$ cat config.mk
export PLATFORM = sky130hd
export DESIGN_NAME = mips_wb_writeback
export DESIGN_NICKNAME = d
export VERILOG_FILES = /design/src/rtl/mips_wb_pkg.sv /design/src/rtl/mips_wb_ldfmt.sv /design/src/rtl/mips_wb_writeback.sv
export SDC_FILE = /design/constraint.sdc
export NUM_CORES = 1
export LEC_CHECK = 0
export ABC_AREA = 1
export CAP_MARGIN = 10
export CORE_AREA = 2 2 93 95
export CTS_CLUSTER_SIZE = 40
export DETAILED_ROUTE_END_ITERATION = 10
export DIE_AREA = 0 0 95 97
export PLACE_DENSITY = 0.71
export SYNTH_ARGS = -nofsm -noshare
export SYNTH_HDL_FRONTEND = slang
export SYNTH_HIERARCHICAL = 1
export SYNTH_SLANG_ARGS = --single-unit
$ cat constraint.sdc
create_clock -name clk -period 1.6 [get_ports clk]
set_clock_uncertainty 0.2 [all_clocks]
set_input_delay 0.32 -clock clk [delete_from_list [all_inputs] [get_ports clk]]
set_output_delay 0.32 -clock clk [all_outputs]
set_load 0.02 [all_outputs]
$ cat src/rtl/mips_wb_pkg.sv
// Shared widths, load-size encodings and writeback FSM states for the WB stage.
package mips_wb_pkg;

  localparam int MIPS_DATA_WIDTH  = 32;
  localparam int MIPS_RFIDX_WIDTH = 5;

  // Load size encodings; 2'b11 is not listed and is treated as a word load.
  localparam logic [1:0] MIPS_LDSZ_B = 2'b00;
  localparam logic [1:0] MIPS_LDSZ_H = 2'b01;
  localparam logic [1:0] MIPS_LDSZ_W = 2'b10;

  typedef enum logic {
    WB_IDLE    = 1'b0,
    WB_WAIT_LD = 1'b1
  } wb_state_e;

endpackage

$ cat src/rtl/mips_wb_ldfmt.sv
// Load data formatter: big-endian lane select followed by sign/zero extension.
module mips_wb_ldfmt
  import mips_wb_pkg::*;
#(
  parameter int DW = MIPS_DATA_WIDTH
) (
  input  logic [1:0]    size,
  input  logic          is_signed,
  input  logic [1:0]    addr_lo,
  input  logic [DW-1:0] raw,
  output logic [DW-1:0] dat
);

  logic [7:0]  byte_lane;
  logic [15:0] half_lane;

  // Pick the addressed byte/half (address 0 is the most significant lane) and extend it.
  always_comb begin
    case (addr_lo)
      2'b00:   byte_lane = raw[31:24];
      2'b01:   byte_lane = raw[23:16];
      2'b10:   byte_lane = raw[15:8];
      default: byte_lane = raw[7:0];
    endcase
    // addr_lo[0] has no meaning for a halfword; only the upper/lower half is chosen.
    half_lane = addr_lo[1] ? raw[15:0] : raw[31:16];
    case (size)
      MIPS_LDSZ_B: dat = {{(DW-8){is_signed & byte_lane[7]}}, byte_lane};
      MIPS_LDSZ_H: dat = {{(DW-16){is_signed & half_lane[15]}}, half_lane};
      default:     dat = raw;
    endcase
  end

endmodule

$ cat src/rtl/mips_wb_writeback.sv
// Writeback stage: retires MEM/WB instructions, waits for load data when needed,
// and drives a registered regfile write port with r0 writes suppressed.
module mips_wb_writeback
  import mips_wb_pkg::*;
#(
  parameter int DW = MIPS_DATA_WIDTH,
  parameter int AW = MIPS_RFIDX_WIDTH
) (
  input  logic          clk,
  input  logic          rst_n,
  input  logic          mem_valid,
  output logic          mem_ready,
  input  logic          mem_dest_en,
  input  logic [AW-1:0] mem_dest_idx,
  input  logic [DW-1:0] mem_alu_dat,
  input  logic          mem_is_load,
  input  logic [1:0]    mem_ld_size,
  input  logic          mem_ld_signed,
  input  logic [1:0]    mem_addr_lo,
  input  logic          dmem_rsp_valid,
  input  logic [DW-1:0] dmem_rsp_dat,
  output logic          wb_dest_en,
  output logic [AW-1:0] wb_dest_idx,
  output logic [DW-1:0] wb_dest_dat
);

  wb_state_e     state_reg, state_next;

  logic          cap_dest_en_reg;
  logic [AW-1:0] cap_idx_reg;
  logic [1:0]    cap_ld_size_reg;
  logic          cap_ld_signed_reg;
  logic [1:0]    cap_addr_lo_reg;

  logic          wb_en_reg;
  logic [AW-1:0] wb_idx_reg;
  logic [DW-1:0] wb_dat_reg;

  logic          accept;
  logic          rsp_take;
  logic [DW-1:0] fmt_dat;

  assign accept   = mem_valid & mem_ready;
  assign rsp_take = (state_reg == WB_WAIT_LD) & dmem_rsp_valid;

  mips_wb_ldfmt #(.DW(DW)) u_ldfmt (
    .size      (cap_ld_size_reg),
    .is_signed (cap_ld_signed_reg),
    .addr_lo   (cap_addr_lo_reg),
    .raw       (dmem_rsp_dat),
    .dat       (fmt_dat)
  );

  // FSM state register.
  always_ff @(posedge clk or negedge rst_n) begin
    if (!rst_n) state_reg <= WB_IDLE;
    else        state_reg <= state_next;
  end

  // FSM next state: a load parks the stage until its response arrives.
  always_comb begin
    state_next = state_reg;
    case (state_reg)
      WB_IDLE:    if (accept && mem_is_load) state_next = WB_WAIT_LD;
      WB_WAIT_LD: if (dmem_rsp_valid)        state_next = WB_IDLE;
      default:    state_next = WB_IDLE;
    endcase
  end

  // FSM outputs: back-pressure MEM for as long as a load is outstanding.
  always_comb begin
    mem_ready = (state_reg == WB_IDLE);
  end

  // Capture the retiring instruction's load-related fields on every transfer.
  always_ff @(posedge clk or negedge rst_n) begin
    if (!rst_n) begin
      cap_dest_en_reg   <= 1'b0;
      cap_idx_reg       <= '0;
      cap_ld_size_reg   <= MIPS_LDSZ_B;
      cap_ld_signed_reg <= 1'b0;
      cap_addr_lo_reg   <= 2'b00;
    end else if (accept) begin
      cap_dest_en_reg   <= mem_dest_en;
      cap_idx_reg       <= mem_dest_idx;
      cap_ld_size_reg   <= mem_ld_size;
      cap_ld_signed_reg <= mem_ld_signed;
      cap_addr_lo_reg   <= mem_addr_lo;
    end
  end

  // Regfile write port: one-cycle enable pulse; idx/dat only move when a write issues.
  always_ff @(posedge clk or negedge rst_n) begin
    if (!rst_n) begin
      wb_en_reg  <= 1'b0;
      wb_idx_reg <= '0;
      wb_dat_reg <= '0;
    end else begin
      wb_en_reg <= 1'b0;
      if (accept && !mem_is_load) begin
        if (mem_dest_en && (mem_dest_idx != '0)) begin
          wb_en_reg  <= 1'b1;
          wb_idx_reg <= mem_dest_idx;
          wb_dat_reg <= mem_alu_dat;
        end
      end else if (rsp_take) begin
        if (cap_dest_en_reg && (cap_idx_reg != '0)) begin
          wb_en_reg  <= 1'b1;
          wb_idx_reg <= cap_idx_reg;
          wb_dat_reg <= fmt_dat;
        end
      end
    end
  end

  assign wb_dest_en  = wb_en_reg;
  assign wb_dest_idx = wb_idx_reg;
  assign wb_dest_dat = wb_dat_reg;

endmodule
==> results.py, run 1 <==
metrics = {
    "critical_path": {
        "cp.buffers_inverters": 1,
        "arrival_ns": 1.71,
        "crit_path_end_kind": "flop",
        "cp_max_fo": 6,
        "cp_common_cell": "nand2_1",
        "crit_chain": "buf_6, nand2_2, o21a_4, nand3_4, nand3_1, nand2_1, nand2_1, nand2_1, nand2_1",
        "crit_slowest_cell": "dfrtp_2",
        "reg2reg_slack_ns": -0.10,
        "r2r_cells": 9,
        "worstPathRequired_ns": 1.61,
        "path_class": "flop to flop",
        "slowest_delay_ns": 0.46,
        "critPathTopFamily": "simple AND/OR/NAND/NOR gates",
        "crit_cells": 9,
        "worst_setup_path_start_kind": "flop",
    },
    "placed_design": {
        "hpwl_um": 7280,
        "place_area_mm2": 0.00473,
        "dp.cells": 710,
        "io_buffer_count": 118,
        "gp_congestion": 0.884,
        "dp_slack_ns": -0.409,
    },
    "floorplanning": {
        "fp.coreArea_mm2": 0.00813,
        "die_area_mm2": 0.00922,
        "ios": 119,
        "initial_core_util": 0.400,
        "die_w_um": 95,
        "die_h_um": 97,
        "core.rowCount": 33,
    },
    "outcome": {
        "outcome": "finished, violations left",
        "violations": "setup timing",
    },
    "route": {
        "dr.pass1.iters": 6,
        "routed-wl-met3_um": 836,
        "met1_length_um": 4840,
        "vias_per_cell": 5.15,
        "drt-total-wl_um": 11100,
        "ant_nets": 0,
        "drt-initial-drc-count": 216,
        "wl_met2_um": 5260,
        "drc": 0,
        "wl_per_cell_um": 15.3,
        "vias": 3746,
        "routed.top_layer": "met4",
    },
    "final_layout": {
        "fin_nets": 701,
        "final_cells": 727,
        "drive_gt1_frac": 0.201,
        "largest_reg_flops": 32,
        "area_growth_syn_to_layout_pct": 57.4,
        "utilization": 0.629,
        "antenna_cells": 0,
        "fin_area_mm2": 0.00512,
    },
    "power_and_ir_drop": {
        "powerDensity_mw_per_mm2": 1120,
        "ir_drop_mv": 0.574,
        "leakage_nw": 2.75,
    },
    "sta": {
        "hold-worst-slack_ns": 0.300,
        "period_needed_ns": 1.70,
        "rsz0062_at_grt": "true",
        "worst_pin_slew_ns": 0.476,
        "fmax_ghz": 0.587,
        "setup_slack_ns": -0.105,
        "slew_viol_final": 0,
        "period_share": 1.07,
        "slew_headroom": 0.683,
        "hold_viol_final": 0,
        "finalSetupViolations": 31,
    },
    "synthesis": {
        "syn_inst": 481,
        "synth_nets": 561,
        "ys_seq_area_frac": 0.385,
        "yosys.cell_types.count": 23,
        "synth-seq-cells": 50,
        "syn_area_per_cell_um2": 6.76,
        "synth-warning-count": 6,
        "syn_area_mm2": 0.00325,
    },
    "global_route": {
        "gr-total-overflow": 0,
        "grt_usage": 0.230,
        "grt_pass1_vias": 3482,
        "grt_pass1_wl_um": 17000,
        "antenna_found_initial": 0,
        "grt_max_degree": 51,
    },
    "job": {
        "cap_violations": 0,
    },
    "clock_network": {
        "clkSinkCount": 50,
        "clk_pin_slew_ns": 0.09,
        "insertion_delay_ns": 0.31,
        "cts-htree-levels": 2,
        "cts_tree": "done",
        "cts_buffer_depth": 2,
        "cts_buffers": 5,
        "clockRootBuffer": "clkbuf_8",
    },
    "worst_hold_path": {
        "hold_path_class": "primary input to async pin",
    },
}
==> metrics by stage <==
stage	total power, mW	setup TNS [ns]
floorplan	3.47	-0.0294
global placement	4.77	-13.89
detailed placement	4.82	-14.89
CTS	5.56	-0.847
global route	6.05	-4.25
finish	5.71	-1.98
==> cells by family after synthesis <==
kind of cell,count (synthesis),share of synthesized area
multiplexers,5,0.0173
buffers and inverters,44,0.0777
AO/OA/AOI/OAI,16,0.0300
flip-flops,50,0.385
AND/OR/NAND/NOR,366,0.490
==> placed cells by master (no fill, tap or decap) <==
cell type,synthesis,final
buf_2,13,2
a21oi_1,1,1
nor2_1,7,7
clkinvlp_4,0,1
nand2_2,0,17
inv_1,11,10
dfrtp_1,50,49
clkdlybuf4s15_1,0,2
mux2_2,5,5
nand3_2,4,23
clkbuf_16,0,2
or2_4,0,1
nand2_4,0,1
o21ai_0,11,10
inv_2,3,4
dfrtp_2,0,1
o211ai_1,1,1
buf_6,9,7
o21ai_2,0,1
buf_12,0,8
a21oi_2,1,1
nand4_1,6,6
clkdlybuf4s50_1,0,77
nand2_1,255,237
buf_4,1,24
dlygate4sd3_1,0,1
nor2_8,1,1
nand3_1,77,57
dlygate4sd2_1,0,36
o22ai_1,1,1
o21a_4,1,1
bufinv_16,0,1
or2_2,13,12
nand3_4,2,6
clkbuf_1,7,1
nor2_4,1,1
clkbuf_8,0,5
dlymetal6s2s_1,0,1
==> layout make-up <==
class | instances | area, um^2
multi-input cells | 390 | 1960
inverters | 14 | 52.6
fillers | 730 | 3020
flip-flops and latches | 50 | 1250
well taps | 105 | 131
clock inverters | 2 | 37.5
clock buffers | 6 | 72.6
repair buffers | 160 | 1610
==> Yosys cell counts <==
cell type  count  share of area
nand2_1      255           0.29
nand3_1       77           0.12
dfrtp_1       50           0.38
buf_2         13          0.020
or2_2         13          0.025
inv_1         11          0.013
o21ai_0       11          0.017
buf_6          9          0.031
clkbuf_1       7         0.0081
nor2_1         7         0.0081
nand4_1        6          0.012
mux2_2         5          0.017
nand3_2        4          0.012
inv_2          3         0.0035
nand3_4        2          0.011
a21oi_1        1         0.0015
a21oi_2        1         0.0027
buf_4          1         0.0023
nor2_4         1         0.0035
nor2_8         1         0.0062
o211ai_1       1         0.0023
o21a_4         1         0.0046
o22ai_1        1         0.0019
==> path summary, 6_finish.rpt <==
| path | startpoint | to |
|---|---|---|
| min reg2reg | wb_dest_dat[19]$_DFFE_PN0P_ | wb_dest_dat[19]$_DFFE_PN0P_ |
| min | rst_n | state_reg$_DFF_PN0_ |
| max reg2reg | cap_addr_lo_reg[1]$_DFFE_PN0N_ | wb_dest_dat[29]$_DFFE_PN0P_ |
| max in group asynchronous | rst_n | cap_idx_reg[1]$_DFFE_PN0N_ |
| min in group clk | wb_dest_dat[19]$_DFFE_PN0P_ | wb_dest_dat[19]$_DFFE_PN0P_ |
| max | cap_addr_lo_reg[1]$_DFFE_PN0N_ | wb_dest_dat[29]$_DFFE_PN0P_ |
==> power by group <==
| group | internal (mW) | switching (mW) |
|---|---|---|
| Clock | 0.467 | 0.448 |
| Sequential | 1.66 | 0.272 |
| Combinational | 1.27 | 1.59 |
==> tightest hold or removal path, stage by stage <==
cell,delay (ns)
dlygate4sd3_1,0.52
buf_2,0.12
buf_12,0.24
==> repair_timing <==
action	CTS	global route
buffers inserted	1	0
hold buffers	1	0
pin swaps	2	41
gates cloned	3	4
hold endpoints to repair	50	0
endpoints found under the setup margin	71	40
gates resized for setup	55	45
==> routing by layer <==
layer | vias up | global-route usage
met2 | 189 | 0.363
met4 | 0 | 0.0635
met5 | - | 0
met1 | 1718 | 0.324
li1 | 1822 | -
met3 | 17 | 0.0374
Power figures use the tool's default switching activity.
==> inputs of run 2 (changes only) <==
- CORE_AREA: 2 2 93 95 -> 5 5 96 98
- DIE_AREA: 0 0 95 97 -> 0 0 101 103
- GPL_TIMING_DRIVEN: not set -> 0
- TNS_END_PERCENT: not set -> 50
==> results.py, run 2 (same netlist as run 1, synthesis figures left out) <==
metrics = {
    "outcome": {
        "outcome": "finished, violations left",
        "violations": "setup timing",
    },
    "power_and_ir_drop": {
        "power_mw": 5.60,
        "leakage_nw": 2.68,
        "ir_drop_mv": 0.522,
        "powerDensity_mw_per_mm2": 1130,
    },
    "final_layout": {
        "multi_input_comb_area_mm2": 0.00193,
        "drive_gt1_frac": 0.184,
        "utilization": 0.593,
        "final_cell_mix": "nand2_1 (240), clkdlybuf4s50_1 (77), nand3_1 (60)",
        "antenna_cells": 0,
        "final_cells": 726,
        "regArea_mm2": 0.00125,
        "fin_nets": 697,
        "layout_commonest_cell": "nand2_1",
        "area_growth_syn_to_layout_pct": 52.8,
        "fin_area_mm2": 0.00497,
        "largest_reg_flops": 32,
        "nFillCells": 800,
    },
    "sta": {
        "slew_headroom": 0.730,
        "hold_viol_final": 0,
        "slew_viol_final": 0,
        "rsz0062_at_grt": "true",
        "hold-worst-slack_ns": 0.252,
        "worst_pin_slew_ns": 0.406,
        "finalSetupViolations": 34,
        "period_share": 1.09,
        "fmax_ghz": 0.572,
        "period_needed_ns": 1.75,
        "setup_slack_ns": -0.148,
    },
    "route": {
        "drt-initial-drc-count": 195,
        "vias": 3673,
        "ant_nets": 0,
        "drc": 0,
        "vias_per_cell": 5.06,
        "wl_per_cell_um": 15.4,
        "dr.pass1.iters": 5,
        "drt-total-wl_um": 11200,
    },
    "floorplanning": {
        "die_area_mm2": 0.0104,
        "die_h_um": 103,
        "ios": 119,
        "die_w_um": 101,
        "initial_core_util": 0.388,
        "fp.coreArea_mm2": 0.00838,
        "core.rowCount": 34,
    },
    "clock_network": {
        "cts-htree-levels": 2,
        "insertion_delay_ns": 0.30,
        "clockRootBuffer": "clkbuf_8",
        "clk_pin_slew_ns": 0.10,
        "cts_buffer_depth": 2,
        "clkSinkCount": 50,
        "cts_tree": "done",
        "cts_buffers": 5,
    },
    "critical_path": {
        "arrival_ns": 1.75,
        "worstPathRequired_ns": 1.61,
        "crit_path_end_kind": "flop",
        "reg2reg_slack_ns": -0.15,
        "cp_common_cell": "nand2_1",
        "path_class": "flop to flop",
        "crit_slowest_cell": "dfrtp_1",
        "cp.buffers_inverters": 2,
        "cp_max_fo": 7,
        "crit_chain": "buf_6, o21ai_2, nand3_2, nand3_4, buf_6, nand3_2, nand2_2, nand2_1, nand2_1, nand2_1",
        "critPathTopFamily": "simple AND/OR/NAND/NOR gates",
        "worst_setup_path_start_kind": "flop",
        "slowest_delay_ns": 0.42,
    },
    "worst_hold_path": {
        "hold_path_class": "primary input to async pin",
    },
    "global_route": {
        "gr-total-overflow": 0,
        "met3_usage": 0.0311,
        "grt_pass1_vias": 3704,
        "grt_usage": 0.215,
        "grt_max_degree": 37,
        "antenna_found_initial": 0,
        "top_usage_layer": "met2",
        "met1_usage": 0.275,
        "grt_pass1_wl_um": 17900,
        "global_route.usage.met2": 0.371,
    },
    "job": {
        "cap_violations": 0,
    },
    "placed_design": {
        "io_buffer_count": 118,
        "dp.cells": 708,
        "place_area_mm2": 0.00459,
        "gp_congestion": 0.942,
        "hpwl_um": 8440,
    },
}
run 2: cell types whose count changed in the layout (fill, tap and decap cells not counted), sizes merged:
cell | before | now
clkbuf | 8 | 15
dlymetal6s2s | 1 | 0
buf | 41 | 32
clkdlybuf4s15 | 2 | 1
nand3 | 86 | 83
dlygate4sd2 | 36 | 39
run 2: layout make-up:
cell class,instances,share of cell area
buffer,30,0.0509
clock buffer,6,0.0146
clock inverter,2,0.00755
inverter,14,0.0106
multi-input combinational,387,0.388
sequential,50,0.252
tap,108,0.0272
timing repair buffer,129,0.249
run 2: routing by layer:
metal  share of wire  vias to the layer above
li1                -                     1802
met1            0.42                     1683
met2            0.48                      162
met3           0.071                       26
met4           0.029                        0
met5               0                        -
run 2: path summary, 6_finish.rpt:
kind | start | endpoint | cells after the start
min in group clk | cap_dest_en_reg$_DFFE_PN0N_ | cap_dest_en_reg$_DFFE_PN0N_ | 2
worst min register to register | cap_dest_en_reg$_DFFE_PN0N_ | cap_dest_en_reg$_DFFE_PN0N_ | 2
worst max register to register | cap_addr_lo_reg[1]$_DFFE_PN0N_ | wb_dest_dat[31]$_DFFE_PN0P_ | 10
worst min-delay path | rst_n | wb_dest_dat[6]$_DFFE_PN0P_ | 2
worst max-delay path | cap_addr_lo_reg[1]$_DFFE_PN0N_ | wb_dest_dat[31]$_DFFE_PN0P_ | 10
max in group asynchronous | rst_n | wb_dest_dat[13]$_DFFE_PN0P_ | 3
run 2: repair_timing:
item / CTS / global route
hold buffers: 1 / 0
buffers inserted: 5 / 2
pin swaps: 28 / 9
resized for setup: 89 / 25
setup endpoints to repair: 83 / 44
gates cloned: 2 / 0
endpoints found under the hold margin: 14 / 0
run 2: power by group:
part | switching [mW] | leakage [nW] | internal, mW
logic | 1.58 | 1.99 | 1.20
clock network | 0.444 | 0.0514 | 0.467
registers | 0.242 | 0.631 | 1.66
total | 2.27 | 2.68 | 3.33
run 2: stage by stage:
stage                     setup TNS, ns  setup WS, ns
after floorplan                 -0.0294      -0.00331
after global placement           -90.75         -1.46
after detailed placement         -18.88        -0.433
after CTS                         -2.78        -0.120
after global routing              -6.90        -0.237
final                             -3.28        -0.148
run 2: worst reg2reg max path, cell delays in order (launching register included):
cell and delay (ns):
dfrtp_1 0.42, buf_6 0.15, o21ai_2 0.14, nand3_2 0.13, nand3_4 0.14, buf_6 0.15, nand3_2 0.07, nand2_2 0.08
nand2_1 0.05, nand2_1 0.06, nand2_1 0.05
==> RTL change 1: new RTL, flow settings as in run 2 <==
Set the package constant `MIPS_RFIDX_WIDTH` to 4 (it was 5).
--- a/src/rtl/mips_wb_pkg.sv
+++ b/src/rtl/mips_wb_pkg.sv
@@ -2,7 +2,7 @@
 package mips_wb_pkg;
 
   localparam int MIPS_DATA_WIDTH  = 32;
-  localparam int MIPS_RFIDX_WIDTH = 5;
+  localparam int MIPS_RFIDX_WIDTH = 4;
 
   // Load size encodings; 2'b11 is not listed and is treated as a word load.
   localparam logic [1:0] MIPS_LDSZ_B = 2'b00;
Ports: changed (resized mem_dest_idx and wb_dest_idx); port bits go from 119 to 117. The function was not compared with the original's and may differ.
==> RTL change 1 against run 2 <==
- the flow still finishes with violations (setup timing)
- synthesized cell count unchanged
- utilization is 0.63 points lower
- worst setup slack worse by 0.043 ns
- fmax shrank 2.4%
- design area shrank 1.1%
- cell count increased by 0.55%
- global-route usage shrank 0.76 points
- sequential cell count down 2
- power down 2.6%
- synthesized area shrank 2.6%
- routed wire length down 3.0%
- first-iteration DRC count rose by 18%
==> RTL change 1: results (changes against run 2) <==
First-pass GRT wire length = 17200 um (-3.4%)
Gr usage total = 20.7% (-0.76 points)
DRT iter0 DRCs = 230 (+18%)
Worst hold path type = in -> reg
Tightest Pin Transition = 0.478 ns (+0.0721 ns)
Non-Filler Instances = 730 (+0.55%)
Antenna violations before repair = 0 (unchanged)
R2r worst-path depth = 11 (+1)
Final setup viols = 32 (-5.9%)
Inst Count DP = 706 (-0.28%)
Mapped Cells = 481 (unchanged)
Failing checks = setup timing
Post-Place Cell Area = 0.00449 sq mm (-2.3%)
Vias per cell = 4.93 (-2.5%)
Most area-consuming cells after synthesis = dfrtp_1 38%, nand2_1 34%, nand3_1 12%
Worst vdd ir = 0.000665 V (+27%)
# H-tree levels = 2 (unchanged)
Status = complete, but fails checks
Post-route setup slack = -0.191 ns (-0.0434 ns)
Synth cell count leaders = 284 x nand2_1, 73 x nand3_1, 48 x dfrtp_1
Crit path from = cap_addr_lo_reg[1]$_DFFE_PN0P_
Total CTS buffers = 5 (unchanged)
Mapped Nets = 560 (-0.18%)
Number of global-route vias before repair = 3608 (-2.6%)
Port-buffer cells = 116 (-1.7%)
Antenna cells = 0 (unchanged)
Post-Place Setup Slack = -0.463 ns (-0.0298 ns)
Terminus of the critical flop-to-flop path = wb_dest_dat[24]$_DFFE_PN0P_
Leakage = 2.70 nW (+0.83%)
Pin count of the biggest net entering global routing = 29 (-22%)
Clock root cell = clkbuf_8
Max Fanout on Critical Path = 8 (+1)
Final Wtd Congestion = 0.865 (-8.2%)
Sequential fraction of the synthesis area = 37.9% (-0.56 points)
HPWL Detailed = 8210 um (-2.7%)
Nets@finish = 700 (+0.43%)
TNS Setup = -4.12 ns (-0.836 ns)
Drt pass-1 iters = 4 (-1)
Layout cell share with drive strength beyond 1 = 16.7% (-1.7 points)
Worst EP arrival = 1.80 ns (+0.05 ns)
Post-Route WL = 10900 um (-3.0%)
## RTL change 1: cell types whose count changed in the layout (fill, tap and decap cells not counted), moves of 3 or more
| cell | change |
|---|---|
| o21ai_0 | -10 |
| buf_6 | -3 |
| dlygate4sd2_1 | -4 |
| nand2_1 | +38 |
| nand2_2 | -9 |
| dfrtp_1 | -3 |
| buf_4 | +5 |
| inv_1 | -5 |
| mux2_2 | -5 |
## RTL change 1: critical path, stage by stage (launching register included)
cell and delay (ns):
dfrtp_1 0.40, buf_6 0.17, nand2_4 0.05, o21a_4 0.22, nand3_4 0.11, buf_4 0.14
buf_16 0.11, nand3_1 0.06, nand2_1 0.07, nand2_1 0.05, nand2_1 0.06, nand2_1 0.04
## RTL change 1: cell type report
class	instances	area (sq um)
plain buffers	26	200
fillers	808	3460
clock inverters	2	38.8
flip-flops and latches	48	1200
well taps	108	135
clock buffers	6	82.6
multi-input cells	399	1930
inverters	7	26.3
repair buffers	134	1300
## RTL change 1: routing by layer
metal / track usage [%] / vias to the layer above / wire length (um)
li1: - / 1806 / -
met1: 26.5 / 1637 / 4440
met2: 34.9 / 137 / 5400
met3: 3.32 / 22 / 716
met4: 8.59 / 0 / 314
met5: 0 / - / 0
## RTL change 1: worst min-delay path by stage
stage / slack, ns / cells after the start / end / from
detailed placement: 0.10 / 1 / wb_dest_dat[27]$_DFFE_PN0P_ / rst_n
global placement: 0.29 / 2 / cap_idx_reg[1]$_DFFE_PN0P_ / cap_idx_reg[1]$_DFFE_PN0P_
global route: 0.23 / 3 / state_reg$_DFF_PN0_ / mem_is_load
CTS: 0.30 / 2 / wb_dest_dat[27]$_DFFE_PN0P_ / rst_n
finish: 0.21 / 3 / state_reg$_DFF_PN0_ / mem_is_load
floorplan: -0.18 / 0 / cap_addr_lo_reg[0]$_DFFE_PN0P_ / rst_n
## RTL change 1: logic make-up (layout without fill, tap and decap cells)
family	count (synthesis)	in the layout	synth area share, %
flip-flops	48	48	37.9
buffers and inverters	34	175	6.16
AND/OR/NAND/NOR	394	394	54.6
AO/OA/AOI/OAI	5	5	1.34
## RTL change 1: repair_timing
action                     4_1_cts  5_1_grt
hold endpoints to repair        20        0
setup endpoints to repair       75       41
pin swaps                       16       11
cloned                           1        0
setup buffers                   11        5
gates resized for setup         72       31
hold buffers                     1        0
## RTL change 1: where the power goes
part | total [mW] | internal [mW] | leakage (nW) | switching (mW)
Clock | 0.941 | 0.512 | 0.0614 | 0.429
Sequential | 1.83 | 1.59 | 0.612 | 0.235
Combinational | 2.69 | 1.17 | 2.02 | 1.52
==> RTL change 2: new RTL, settings of run 2 <==
Made on the original files. Make the reset (`rst_n`) synchronous in 3 clocked blocks.
--- a/src/rtl/mips_wb_writeback.sv
+++ b/src/rtl/mips_wb_writeback.sv
@@ -52,7 +52,7 @@
   );
 
   // FSM state register.
-  always_ff @(posedge clk or negedge rst_n) begin
+  always_ff @(posedge clk) begin
     if (!rst_n) state_reg <= WB_IDLE;
     else        state_reg <= state_next;
   end
@@ -73,7 +73,7 @@
   end
 
   // Capture the retiring instruction's load-related fields on every transfer.
-  always_ff @(posedge clk or negedge rst_n) begin
+  always_ff @(posedge clk) begin
     if (!rst_n) begin
       cap_dest_en_reg   <= 1'b0;
       cap_idx_reg       <= '0;
@@ -90,7 +90,7 @@
   end
 
   // Regfile write port: one-cycle enable pulse; idx/dat only move when a write issues.
-  always_ff @(posedge clk or negedge rst_n) begin
+  always_ff @(posedge clk) begin
     if (!rst_n) begin
       wb_en_reg  <= 1'b0;
       wb_idx_reg <= '0;
Function: differs if rst_n is asserted again (counterexample within 4 cycles, from zero or initial values and one cycle with rst_n low); with rst_n held inactive, the same outputs for 4 cycles.
==> RTL change 2 against run 2 <==
- the run still ends with setup timing left
- design area rose by 11%
- worst setup slack got worse by 0.067 ns
- via count is 13% higher
- power is 32% lower
- sequential cell count did not move
- synthesized area grew 3.3%
- cell count up 11%
- routed wire length grew 16%
- critical path type unchanged
==> RTL change 2: results (changes against run 2) <==
Status = complete, but fails checks
Failing checks = setup timing
Worst vdd ir = 0.000416 V (-20%)
Post-synthesis mux area share = 0% (-1.7 points)
Drt pass-1 iters = 6 (+1)
Number of global-route vias before repair = 3900 (+5.3%)
Layout cell share with drive strength beyond 1 = 28.1% (+9.6 points)
Crit path to = wb_dest_dat[23]$_SDFFE_PN0P_
Worst hold path type = in -> reg
Pin count of the biggest net entering global routing = 17 (-54%)
Worst EP arrival = 1.84 ns (+0.09 ns)
Slowest Stage Delay on Critical Path = 0.40 ns (-0.02 ns)
Nets@finish = 777 (+11%)
Synth cell types = 27 (+17%)
Post-route setup slack = -0.214 ns (-0.0669 ns)
Main synth FF type = dfxtp_1
Max Fanout on Critical Path = 6 (-1)
Post-CTS Setup Inserts = 15 (+10)
R2r worst-path depth = 11 (+1)
Post-Place Cell Area = 0.00466 sq mm (+1.6%)
Worst path slowest cell = dfxtp_4
Post-Route WL = 13000 um (+16%)
Final setup viols = 30 (-12%)
Share of flip-flops with an asynchronous set or reset = 0% (-100 points)
Mapped Cells = 548 (+14%)
Routed WL per cell = 16.1 um (+4.5%)
Post-Place Setup Slack = -0.584 ns (-0.151 ns)
Most area-consuming cells after synthesis = dfxtp_1 30%, nand2_1 25%, nand3b_1 7.8%
DRT iter0 DRCs = 293 (+50%)
Tightest Pin Transition = 0.506 ns (+0.101 ns)
Port-buffer cells = 117 (-0.85%)
TNS Setup = -3.76 ns (-0.477 ns)
Compound-Gate Fraction of Synth Area = 9.20% (+6.2 points)
Gr usage total = 23.9% (+2.4 points)
R2r startpoint = cap_addr_lo_reg[1]$_SDFFE_PN0N_
[RTL change 2: cell count changes after synthesis, sizes merged, moves of 35 or more]
cell	change
nand3	-37
a21oi	+39
dfrtp	-50
nand3b	+35
dfxtp	+50
nor2	+56
[RTL change 2: critical path, delay by kind of cell (launching register included)]
kind	cells	cell delay [ns]
AOI/OAI and AO/OA	2	0.34
buffers and inverters	3	0.36
DFF	1	0.40
and+or+nand+nor	6	0.43
[RTL change 2: power breakdown]
part	switching [mW]	total, mW	internal (mW)
Sequential	0.0538	1.38	1.33
Clock	0.461	0.976	0.515
Combinational	0.778	1.45	0.672
Total	1.29	3.81	2.52
[RTL change 2: layer usage]
layer | track usage (%) | share of wire [%]
met2 | 41.8 | 49
met5 | 0 | 0
met3 | 2.98 | 7.4
met4 | 5.42 | 2.1
met1 | 31.5 | 42
[RTL change 2: worst min-delay path by stage]
stage,to,slack (ns)
after floorplan,cap_dest_en_reg$_SDFFE_PN0N_,0.23
after global placement,cap_dest_en_reg$_SDFFE_PN0N_,0.25
after detailed placement,cap_idx_reg[0]$_SDFFE_PN0N_,0.26
after CTS,cap_idx_reg[0]$_SDFFE_PN0N_,0.28
after global routing,cap_idx_reg[0]$_SDFFE_PN0N_,0.19
final,cap_idx_reg[0]$_SDFFE_PN0N_,0.16
[RTL change 2: cells by family (layout without fill, tap and decap cells)]
family,count (synthesis),in the layout
simple gates,387,387
compound gates,58,58
buf+inv,53,203
flops,50,50
[RTL change 2: area by class of cell]
class,count,area [sq um]
plain buffers,40,305
repair buffers,142,1370
clock buffers,6,82.6
well taps,108,135
fillers,803,2890
inverters,13,53.8
clock inverters,2,38.8
flip-flops and latches,50,1010
multi-input cells,445,2500
